`src/rtl/dmem_arbiter_if.sv`:
```
// Bus bundle for dmem_arbiter: CPU MEM-stage port, loader/DMA port and RAM side.
// With DMEM_ARB_STATS_EN defined it also carries the grant/stall statistics counters.
interface dmem_arbiter_if #(
    parameter int ADDR_W = 7,
    parameter int DATA_W = 32
);
    logic              i_cpu_req;
    logic              i_cpu_we;
    logic [ADDR_W-1:0] i_cpu_addr;
    logic [DATA_W-1:0] i_cpu_wdata;
    logic [DATA_W-1:0] o_cpu_rdata;
    logic              o_cpu_gnt;
    logic              o_cpu_stall;

    logic              i_dma_req;
    logic              i_dma_we;
    logic              i_dma_lock;
    logic [ADDR_W-1:0] i_dma_addr;
    logic [DATA_W-1:0] i_dma_wdata;
    logic [DATA_W-1:0] o_dma_rdata;
    logic              o_dma_rvalid;
    logic              o_dma_gnt;

    logic [ADDR_W-1:0] o_ram_addr;
    logic [DATA_W-1:0] o_ram_wdata;
    logic              o_ram_we;
    logic [DATA_W-1:0] i_ram_rdata;

`ifdef DMEM_ARB_STATS_EN
    logic [15:0]       o_cpu_cnt;
    logic [15:0]       o_dma_cnt;
    logic [15:0]       o_stall_cnt;
`endif

    modport slave (
        input  i_cpu_req, input i_cpu_we, input i_cpu_addr, input i_cpu_wdata,
        input  i_dma_req, input i_dma_we, input i_dma_lock, input i_dma_addr, input i_dma_wdata,
        input  i_ram_rdata,
        output o_cpu_rdata, output o_cpu_gnt, output o_cpu_stall,
        output o_dma_rdata, output o_dma_rvalid, output o_dma_gnt,
        output o_ram_addr, output o_ram_wdata, output o_ram_we
`ifdef DMEM_ARB_STATS_EN
        , output o_cpu_cnt, output o_dma_cnt, output o_stall_cnt
`endif
    );

    modport master (
        output i_cpu_req, output i_cpu_we, output i_cpu_addr, output i_cpu_wdata,
        output i_dma_req, output i_dma_we, output i_dma_lock, output i_dma_addr, output i_dma_wdata,
        output i_ram_rdata,
        input  o_cpu_rdata, input o_cpu_gnt, input o_cpu_stall,
        input  o_dma_rdata, input o_dma_rvalid, input o_dma_gnt,
        input  o_ram_addr, input o_ram_wdata, input o_ram_we
`ifdef DMEM_ARB_STATS_EN
        , input o_cpu_cnt, input o_dma_cnt, input o_stall_cnt
`endif
    );
endinterface

```
`src/rtl/dmem_arbiter.sv`:
```
// Data RAM arbiter: CPU priority with DMA starvation counter and burst lock.
// Optional statistics counters enabled by defining DMEM_ARB_STATS_EN.
module dmem_arbiter #(
    parameter int ADDR_W   = 7,
    parameter int DATA_W   = 32,
    parameter int MAX_WAIT = 4
) (
    input logic           i_clk,
    input logic           i_rst_n,
    dmem_arbiter_if.slave bus
);
    localparam logic [0:0] ST_CPU  = 1'b0;
    localparam logic [0:0] ST_LOCK = 1'b1;
    localparam logic [3:0] WAIT_MAX = 4'(MAX_WAIT);

    logic [0:0]        state;
    logic [3:0]        wait_cnt;
    logic              cpu_gnt;
    logic              dma_gnt;
    logic [ADDR_W-1:0] ram_addr;
    logic [DATA_W-1:0] ram_wdata;
    logic              ram_we;
    logic [DATA_W-1:0] dma_rdata_q;
    logic              dma_rvalid_q;

    // Grants are held low throughout reset so nothing reaches the RAM.
    always_comb begin
        cpu_gnt = 1'b0;
        dma_gnt = 1'b0;
        if (i_rst_n) begin
            if (state == ST_LOCK) begin
                dma_gnt = bus.i_dma_req;
            end else if (bus.i_dma_req && (!bus.i_cpu_req || wait_cnt == WAIT_MAX)) begin
                dma_gnt = 1'b1;
            end else begin
                cpu_gnt = bus.i_cpu_req;
            end
        end
    end

    always_comb begin
        ram_addr  = bus.i_cpu_addr;
        ram_wdata = bus.i_cpu_wdata;
        ram_we    = cpu_gnt & bus.i_cpu_we;
        if (dma_gnt) begin
            ram_addr  = bus.i_dma_addr;
            ram_wdata = bus.i_dma_wdata;
            ram_we    = bus.i_dma_we;
        end
    end

    always_ff @(posedge i_clk) begin
        if (!i_rst_n) begin
            state        <= ST_CPU;
            wait_cnt     <= '0;
            dma_rdata_q  <= '0;
            dma_rvalid_q <= 1'b0;
        end else begin
            if (state == ST_CPU && dma_gnt && bus.i_dma_lock) begin
                state <= ST_LOCK;
            end else if (state == ST_LOCK && !bus.i_dma_lock) begin
                state <= ST_CPU;
            end

            if (!bus.i_dma_req || dma_gnt) begin
                wait_cnt <= '0;
            end else if (wait_cnt != WAIT_MAX) begin
                wait_cnt <= wait_cnt + 4'd1;
            end

            dma_rvalid_q <= dma_gnt & ~bus.i_dma_we;
            if (dma_gnt && !bus.i_dma_we) begin
                dma_rdata_q <= bus.i_ram_rdata;
            end
        end
    end

`ifdef DMEM_ARB_STATS_EN
    logic [15:0] cpu_cnt;
    logic [15:0] dma_cnt;
    logic [15:0] stall_cnt;

    always_ff @(posedge i_clk) begin
        if (!i_rst_n) begin
            cpu_cnt   <= '0;
            dma_cnt   <= '0;
            stall_cnt <= '0;
        end else begin
            if (cpu_gnt) cpu_cnt <= cpu_cnt + 16'd1;
            if (dma_gnt) dma_cnt <= dma_cnt + 16'd1;
            if (bus.i_cpu_req && !cpu_gnt) stall_cnt <= stall_cnt + 16'd1;
        end
    end

    assign bus.o_cpu_cnt   = cpu_cnt;
    assign bus.o_dma_cnt   = dma_cnt;
    assign bus.o_stall_cnt = stall_cnt;
`endif

    assign bus.o_cpu_gnt    = cpu_gnt;
    assign bus.o_dma_gnt    = dma_gnt;
    assign bus.o_cpu_stall  = bus.i_cpu_req & ~cpu_gnt;
    assign bus.o_cpu_rdata  = cpu_gnt ? bus.i_ram_rdata : '0;
    assign bus.o_dma_rdata  = dma_rdata_q;
    assign bus.o_dma_rvalid = dma_rvalid_q;
    assign bus.o_ram_addr   = ram_addr;
    assign bus.o_ram_wdata  = ram_wdata;
    assign bus.o_ram_we     = ram_we;
endmodule

```
`src/flat_wrapper.sv`:
```
// flat-port wrapper written by rule: the top's interface ports become plain ports
module dmem_arbiter_flat 
#(
    parameter int ADDR_W   = 7,
    parameter int DATA_W   = 32,
    parameter int MAX_WAIT = 4
)
  (i_clk, i_rst_n, bus_i_cpu_req, bus_i_cpu_we, bus_i_cpu_addr, bus_i_cpu_wdata, bus_i_dma_req, bus_i_dma_we, bus_i_dma_lock, bus_i_dma_addr, bus_i_dma_wdata, bus_i_ram_rdata, bus_o_cpu_rdata, bus_o_cpu_gnt, bus_o_cpu_stall, bus_o_dma_rdata, bus_o_dma_rvalid, bus_o_dma_gnt, bus_o_ram_addr, bus_o_ram_wdata, bus_o_ram_we);
  dmem_arbiter_if #(.ADDR_W(ADDR_W), .DATA_W(DATA_W)) bus_i ();
  input logic i_clk;
  input logic i_rst_n;
  input wire logic [$bits(bus_i.i_cpu_req)-1:0] bus_i_cpu_req;
  input wire logic [$bits(bus_i.i_cpu_we)-1:0] bus_i_cpu_we;
  input wire logic [$bits(bus_i.i_cpu_addr)-1:0] bus_i_cpu_addr;
  input wire logic [$bits(bus_i.i_cpu_wdata)-1:0] bus_i_cpu_wdata;
  input wire logic [$bits(bus_i.i_dma_req)-1:0] bus_i_dma_req;
  input wire logic [$bits(bus_i.i_dma_we)-1:0] bus_i_dma_we;
  input wire logic [$bits(bus_i.i_dma_lock)-1:0] bus_i_dma_lock;
  input wire logic [$bits(bus_i.i_dma_addr)-1:0] bus_i_dma_addr;
  input wire logic [$bits(bus_i.i_dma_wdata)-1:0] bus_i_dma_wdata;
  input wire logic [$bits(bus_i.i_ram_rdata)-1:0] bus_i_ram_rdata;
  output wire logic [$bits(bus_i.o_cpu_rdata)-1:0] bus_o_cpu_rdata;
  output wire logic [$bits(bus_i.o_cpu_gnt)-1:0] bus_o_cpu_gnt;
  output wire logic [$bits(bus_i.o_cpu_stall)-1:0] bus_o_cpu_stall;
  output wire logic [$bits(bus_i.o_dma_rdata)-1:0] bus_o_dma_rdata;
  output wire logic [$bits(bus_i.o_dma_rvalid)-1:0] bus_o_dma_rvalid;
  output wire logic [$bits(bus_i.o_dma_gnt)-1:0] bus_o_dma_gnt;
  output wire logic [$bits(bus_i.o_ram_addr)-1:0] bus_o_ram_addr;
  output wire logic [$bits(bus_i.o_ram_wdata)-1:0] bus_o_ram_wdata;
  output wire logic [$bits(bus_i.o_ram_we)-1:0] bus_o_ram_we;
  assign bus_i.i_cpu_req = bus_i_cpu_req;
  assign bus_i.i_cpu_we = bus_i_cpu_we;
  assign bus_i.i_cpu_addr = bus_i_cpu_addr;
  assign bus_i.i_cpu_wdata = bus_i_cpu_wdata;
  assign bus_i.i_dma_req = bus_i_dma_req;
  assign bus_i.i_dma_we = bus_i_dma_we;
  assign bus_i.i_dma_lock = bus_i_dma_lock;
  assign bus_i.i_dma_addr = bus_i_dma_addr;
  assign bus_i.i_dma_wdata = bus_i_dma_wdata;
  assign bus_i.i_ram_rdata = bus_i_ram_rdata;
  assign bus_o_cpu_rdata = bus_i.o_cpu_rdata;
  assign bus_o_cpu_gnt = bus_i.o_cpu_gnt;
  assign bus_o_cpu_stall = bus_i.o_cpu_stall;
  assign bus_o_dma_rdata = bus_i.o_dma_rdata;
  assign bus_o_dma_rvalid = bus_i.o_dma_rvalid;
  assign bus_o_dma_gnt = bus_i.o_dma_gnt;
  assign bus_o_ram_addr = bus_i.o_ram_addr;
  assign bus_o_ram_wdata = bus_i.o_ram_wdata;
  assign bus_o_ram_we = bus_i.o_ram_we;
  dmem_arbiter #(.ADDR_W(ADDR_W), .DATA_W(DATA_W), .MAX_WAIT(MAX_WAIT)) u_core (.i_clk(i_clk), .i_rst_n(i_rst_n), .bus(bus_i));
endmodule
```
`config.mk`:
```
export PLATFORM = sky130hd
export DESIGN_NAME = dmem_arbiter_flat
export DESIGN_NICKNAME = d
export VERILOG_FILES = /design/src/rtl/dmem_arbiter_if.sv /design/src/rtl/dmem_arbiter.sv /design/src/flat_wrapper.sv
export SDC_FILE = /design/constraint.sdc
export NUM_CORES = 1
export LEC_CHECK = 0
export CORE_MARGIN = 3
export CORE_UTILIZATION = 33
export CTS_BUF_LIST = sky130_fd_sc_hd__clkbuf_16
export DETAILED_ROUTE_END_ITERATION = 10
export GPL_ROUTABILITY_DRIVEN = 0
export HOLD_SLACK_MARGIN = 0.06
export PLACE_DENSITY = 0.8
export SKIP_LAST_GASP = 1
export SLEW_MARGIN = 5
export SYNTH_ARGS = -nofsm -noshare
export SYNTH_HDL_FRONTEND = slang
export SYNTH_SLANG_ARGS = --single-unit
```
`constraint.sdc`:
```
create_clock -name i_clk -period 2.6 [get_ports i_clk]
set_clock_uncertainty 0.2 [all_clocks]
set_input_delay 0.52 -clock i_clk [delete_from_list [all_inputs] [get_ports i_clk]]
set_output_delay 0.52 -clock i_clk [all_outputs]
set_load 0.05 [all_outputs]
```
# Word-level counts from Yosys, hierarchy flattened
# Cells that the tools add are included.
# op_classes
eq_ne	2
mux	12
n_mul	0
n_div	0
add_sub_neg	1
n_reduce_logical	13
bitwise_logic	7
order_cmp	0
shift	0
# ops
op	n
$mux 32	2
$mux 1	9
$mux 7	1
$logic_and 1x1->1	5
$add 4x1->4 const B	1
$eq 4x3->1 const B	1
$logic_not 1->1	4
$ne 4x3->1 const B	1
$not 1->1	4
$and 1x1->1	3
$logic_or 1x1->1	2
$reduce_bool 2->1	1
$reduce_or 2->1	1
# word_totals
inputBits	117
latch_bits	0
word_cells	39
mem_count	0
ram_bits	0
rom_bits	0
output_inout_bits	108
register_bits	38

# Logic depth before layout (Yosys ltp)
# logic_depth
depth_word	9
ltp_mapped	7
depth_no_buf	5

# Least setup slack after synthesis
# Ideal clock, no wire load.
# synth_timing
kind	input -> output
start	in bus_i_cpu_req
end	out bus_o_ram_we
path_stages	5
path_buffers	2
arrival_ps	2261
required_time_ps	1880
slack_ps	-381
path_cell_list	nand2b_1 -> buf_2 -> buf_1 -> nor2_1 -> o21ai_0
# synth_between
elab_chain_cells	8
elab_cells_between_ends	11
classes_between	mux (7); bitwise (1); reduce/logical (3)
# synth_lines
item	line	rtl
start, declared	flat_wrapper.sv:12	input wire logic [$bits(bus_i.i_cpu_req)-1:0] bus_i_cpu_req;
$logic_not 1->1	dmem_arbiter.sv:33	end else if (bus.i_dma_req && (!bus.i_cpu_req || wait_cnt == WAIT_MAX)) begin
$logic_or 1x1->1	dmem_arbiter.sv:33	
$logic_and 1x1->1	dmem_arbiter.sv:33	
$mux 1	dmem_arbiter.sv:33	
$mux 1	dmem_arbiter.sv:31	if (state == ST_LOCK) begin
$mux 1	dmem_arbiter.sv:30	if (i_rst_n) begin
$and 1x1->1	dmem_arbiter.sv:44	ram_we = cpu_gnt & bus.i_cpu_we;
$mux 1 (*)	dmem_arbiter.sv:45	if (dma_gnt) begin
end, declared	flat_wrapper.sv:30	output wire logic [$bits(bus_i.o_ram_we)-1:0] bus_o_ram_we;
# Every way passes the cells marked *; elsewhere a longest branch is shown, timed or not.

# Worst setup path in the final report
# layout_timing
start	reg u_core.wait_cnt[0]
end	out bus_o_ram_wdata[4]
# layout_between
elab_chain_cells	7
# layout_lines
item	line	rtl
start, declared	dmem_arbiter.sv:17	logic [3:0] wait_cnt;
start signal, assigned	dmem_arbiter.sv:68	wait_cnt <= wait_cnt + 4'd1;
$eq 4x3->1	dmem_arbiter.sv:33	
$logic_or 1x1->1	dmem_arbiter.sv:33	
$logic_and 1x1->1	dmem_arbiter.sv:33	
$mux 1	dmem_arbiter.sv:33	
$mux 1	dmem_arbiter.sv:31	
$mux 1	dmem_arbiter.sv:30	
$mux 32	dmem_arbiter.sv:45	
end, declared	flat_wrapper.sv:29	output wire logic [$bits(bus_i.o_ram_wdata)-1:0] bus_o_ram_wdata;
# No other way between the ends.

==> flow_metrics.py <==
metrics = {
    "global_routing": {
        "grt_pass1_wl_mm": 20.40,
        "grt.total_usage": 0.2697,
        "use_met1": 0.2967,
        "grt_start_max_net_pins": 56,
        "top_usage_layer": "met2",
        "use_met3": 0.06857,
        "antenna_found_initial": 0,
        "grt_pass1_vias": 3447,
        "grtUsageMet2": 0.5000,
        "grt_overflow": 0,
    },
    "worst_setup_path": {
        "cp_data_arrival_time_ns": 1.93,
        "worst_setup_path_end_kind": "output pin",
        "setup.worst_path.class": "reg -> out",
        "critical_path_peak_fanout": 5,
        "cp_top_family": "buffers and inverters",
        "critPathSlowestCell": "mux2_4",
        "crit_required_ns": 1.88,
        "path_cells": "inv_2 -> ha_4 -> and3b_2 -> o21ba_4 -> buf_6 -> mux2_4 -> buf_12",
        "start_kind": "flip-flop",
        "rr_startpoint": "u_core.wait_cnt[0]",
        "critical_path.max_stage_delay_ns": 0.34,
        "crit_path_start": "u_core.wait_cnt[0]",
        "critPathBufInv": 3,
    },
    "routing": {
        "via_per_inst": 5.469,
        "wl_mm": 13.50,
        "drtIter0Drc": 106,
        "routedWlPerCell_um": 21.39,
        "drc": 0,
        "ant_nets": 0,
        "vias": 3451,
        "dr.pass1.iters": 4,
    },
    "cts": {
        "path_clk_slew_ns": 0.06,
        "cts_tree": "built",
        "cts.path.max_buffers": 2,
        "cts_root_buf": "clkbuf_16",
        "htreeDepth": 2,
        "worstSkewPairLatency_ns": 0.28,
        "cts_sinks": 38,
        "cts_buffers": 5,
    },
    "floorplan": {
        "core_area_mm2": 0.007968,
        "io_pins": 225,
        "fp.dieW_um": 97.83,
        "die_y_um": 97.83,
        "die_area_mm2": 0.009570,
        "row_count": 32,
        "initial_core_util": 0.3492,
    },
    "pwr": {
        "peakVddDrop_mv": 0.2721,
        "power_density_mw_per_mm2": 411.5,
        "leakage_nw": 2.406,
    },
    "finish": {
        "nets": 648,
        "area_growth_pct": 123.8,
        "final_common_cell": "clkdlybuf4s50_1",
        "drive_gt1_frac": 0.3195,
        "final_cell_mix": "146 x clkdlybuf4s50_1, 78 x buf_12, 39 x mux2_4",
        "filler_cell_count": 490,
        "n_antenna_cell": 0,
        "final_util": 0.7816,
    },
    "placed_design": {
        "dp_hpwl_mm": 10.08,
        "port_buffers": 224,
    },
    "synthesis": {
        "netlist_area_mm2": 0.002783,
        "avgSynthCellArea_um2": 9.005,
        "syn_nets": 428,
        "ys_warn_count": 0,
        "syn-instance-count": 309,
        "ys_ff_latch": 38,
        "yosysUniqueCellTypes": 29,
        "ys_seq_area_frac": 0.2734,
    },
    "run_status": {
        "violations": "setup timing",
        "status": "complete, but fails checks",
    },
    "sta": {
        "drv_slew": 0,
        "rsz0062_at_grt": "yes",
        "fin_ws_ns": -0.04916,
        "fin_crit_sh": 1.019,
        "setup_viol": 39,
        "hold_viol": 0,
        "max-slew-margin-rel": 0.6203,
        "timing.fmax_mhz": 377.5,
        "worst_pin_slew_ns": 0.5677,
        "fin_crit_ns": 2.649,
        "holdWs_ns": 0.3296,
    },
    "hold_path": {
        "min-delay-path-class": "reg -> reg",
        "hp-start": "u_core.bus.o_dma_rdata[25]",
    },
    "job": {
        "drv_cap": 0,
    },
}
Yosys cell counts:
master      n  area share
mux2_4     39        0.21
dfxtp_1    38        0.27
nand2_1    34       0.046
nand3_1    34       0.061
and2_1     32       0.072
o2111ai_1  32        0.10
o221ai_1   32        0.10
clkbuf_1   27       0.036
buf_2       6       0.011
buf_1       4      0.0054
buf_6       4       0.016
inv_1       4      0.0054
ha_1        2      0.0090
nor2_1      2      0.0027
nor2b_1     2      0.0045
nor3_1      2      0.0036
nor4_1      2      0.0045
o21ai_0     2      0.0036
a21oi_1     1      0.0018
a31oi_1     1      0.0022
and3b_1     1      0.0031
and4_1      1      0.0031
mux2i_1     1      0.0036
nand2b_1    1      0.0022
nand4_1     1      0.0022
nand4b_1    1      0.0031
nor4b_1     1      0.0031
o21ba_4     1      0.0058
xnor2_1     1      0.0031
stage by stage:
| stage | cell area [um^2] | power (mW) | instances | setup TNS, ns | worst slack [ns] |
|---|---|---|---|---|---|
| 6_report | 6227 | 2.563 | 631 | -1.163 | -0.04916 |
| 4_1_cts | 6175 | 2.566 | 628 | -4.339 | -0.1507 |
| 5_1_grt | 6227 | 2.640 | 631 | -2.622 | -0.08302 |
| 3_3_place_gp | 5903 | 1.852 | 612 | -9.576 | -0.1817 |
| 2_1_floorplan | 2784 | 1.230 | 309 | -0.002364 | -0.002364 |
| 3_5_place_dp | 5903 | 1.871 | 612 | -10.96 | -0.1879 |
worst min-delay path, cell delays in order, from the launching register on:
cell	delay [ns]
dfxtp_1	0.31
nand2_1	0.05
o221ai_1	0.10
power breakdown:
group          switching (mW)  internal [mW]  leakage (nW)  total [mW]
Clock                   0.231          0.444        0.0773       0.675
Combinational           0.635          0.612          2.02        1.25
Sequential             0.0247          0.616         0.311       0.641
Total                   0.891           1.67          2.41        2.56
worst paths after layout:
check	endpoint	slack [ns]	depth (start not counted)
hold / removal	u_core.bus.o_dma_rdata[25]	0.33	2
setup / recovery	bus_o_ram_wdata[4]	-0.05	7
setup reg to reg	u_core.bus.o_dma_rdata[8]	0.46	8
hold reg to reg	u_core.bus.o_dma_rdata[25]	0.33	2
final cells by class:
type	count	area (um^2)	share of cell area
clock inverter	2	33.78	0.005425
timing repair buffer	254	3301	0.5300
sequential	38	763.2	0.1226
inverter	4	15.01	0.002411
multi-input combinational	226	1862	0.2990
clock buffer	5	125.1	0.02009
tap	102	127.6	0.02049
flip-flops by register name (all words and copies together), names as in the netlist:
register and count:
u_core.bus.o_dma_rdata 32, u_core.bus.o_dma_rvalid 1, u_core.state 1, u_core.wait_cnt 4
timing repair:
item                                    in CTS  in global routing
gates resized for setup                      9                 17
hold buffers                                 0                  0
setup buffers                                8                  3
hold endpoints to repair                     0                  0
pin swaps                                    0                  2
endpoints found under the setup margin      71                 67
cloned                                       2                  2
logic make-up after synthesis:
logic type      synth area share
xor+xnor                0.003148
flops                     0.2734
simple gates              0.2113
fa+ha+maj               0.008991
compound gates            0.2149
buf+inv                  0.07419
mux                       0.2140
per-layer routing:
| metal | wire, um | up-vias |
|---|---|---|
| li1 | - | 1624 |
| met1 | 4711 | 1643 |
| met2 | 7486 | 165 |
| met3 | 918 | 19 |
| met4 | 378 | 0 |
| met5 | 0 | - |
Power figures use the tool's default switching activity.
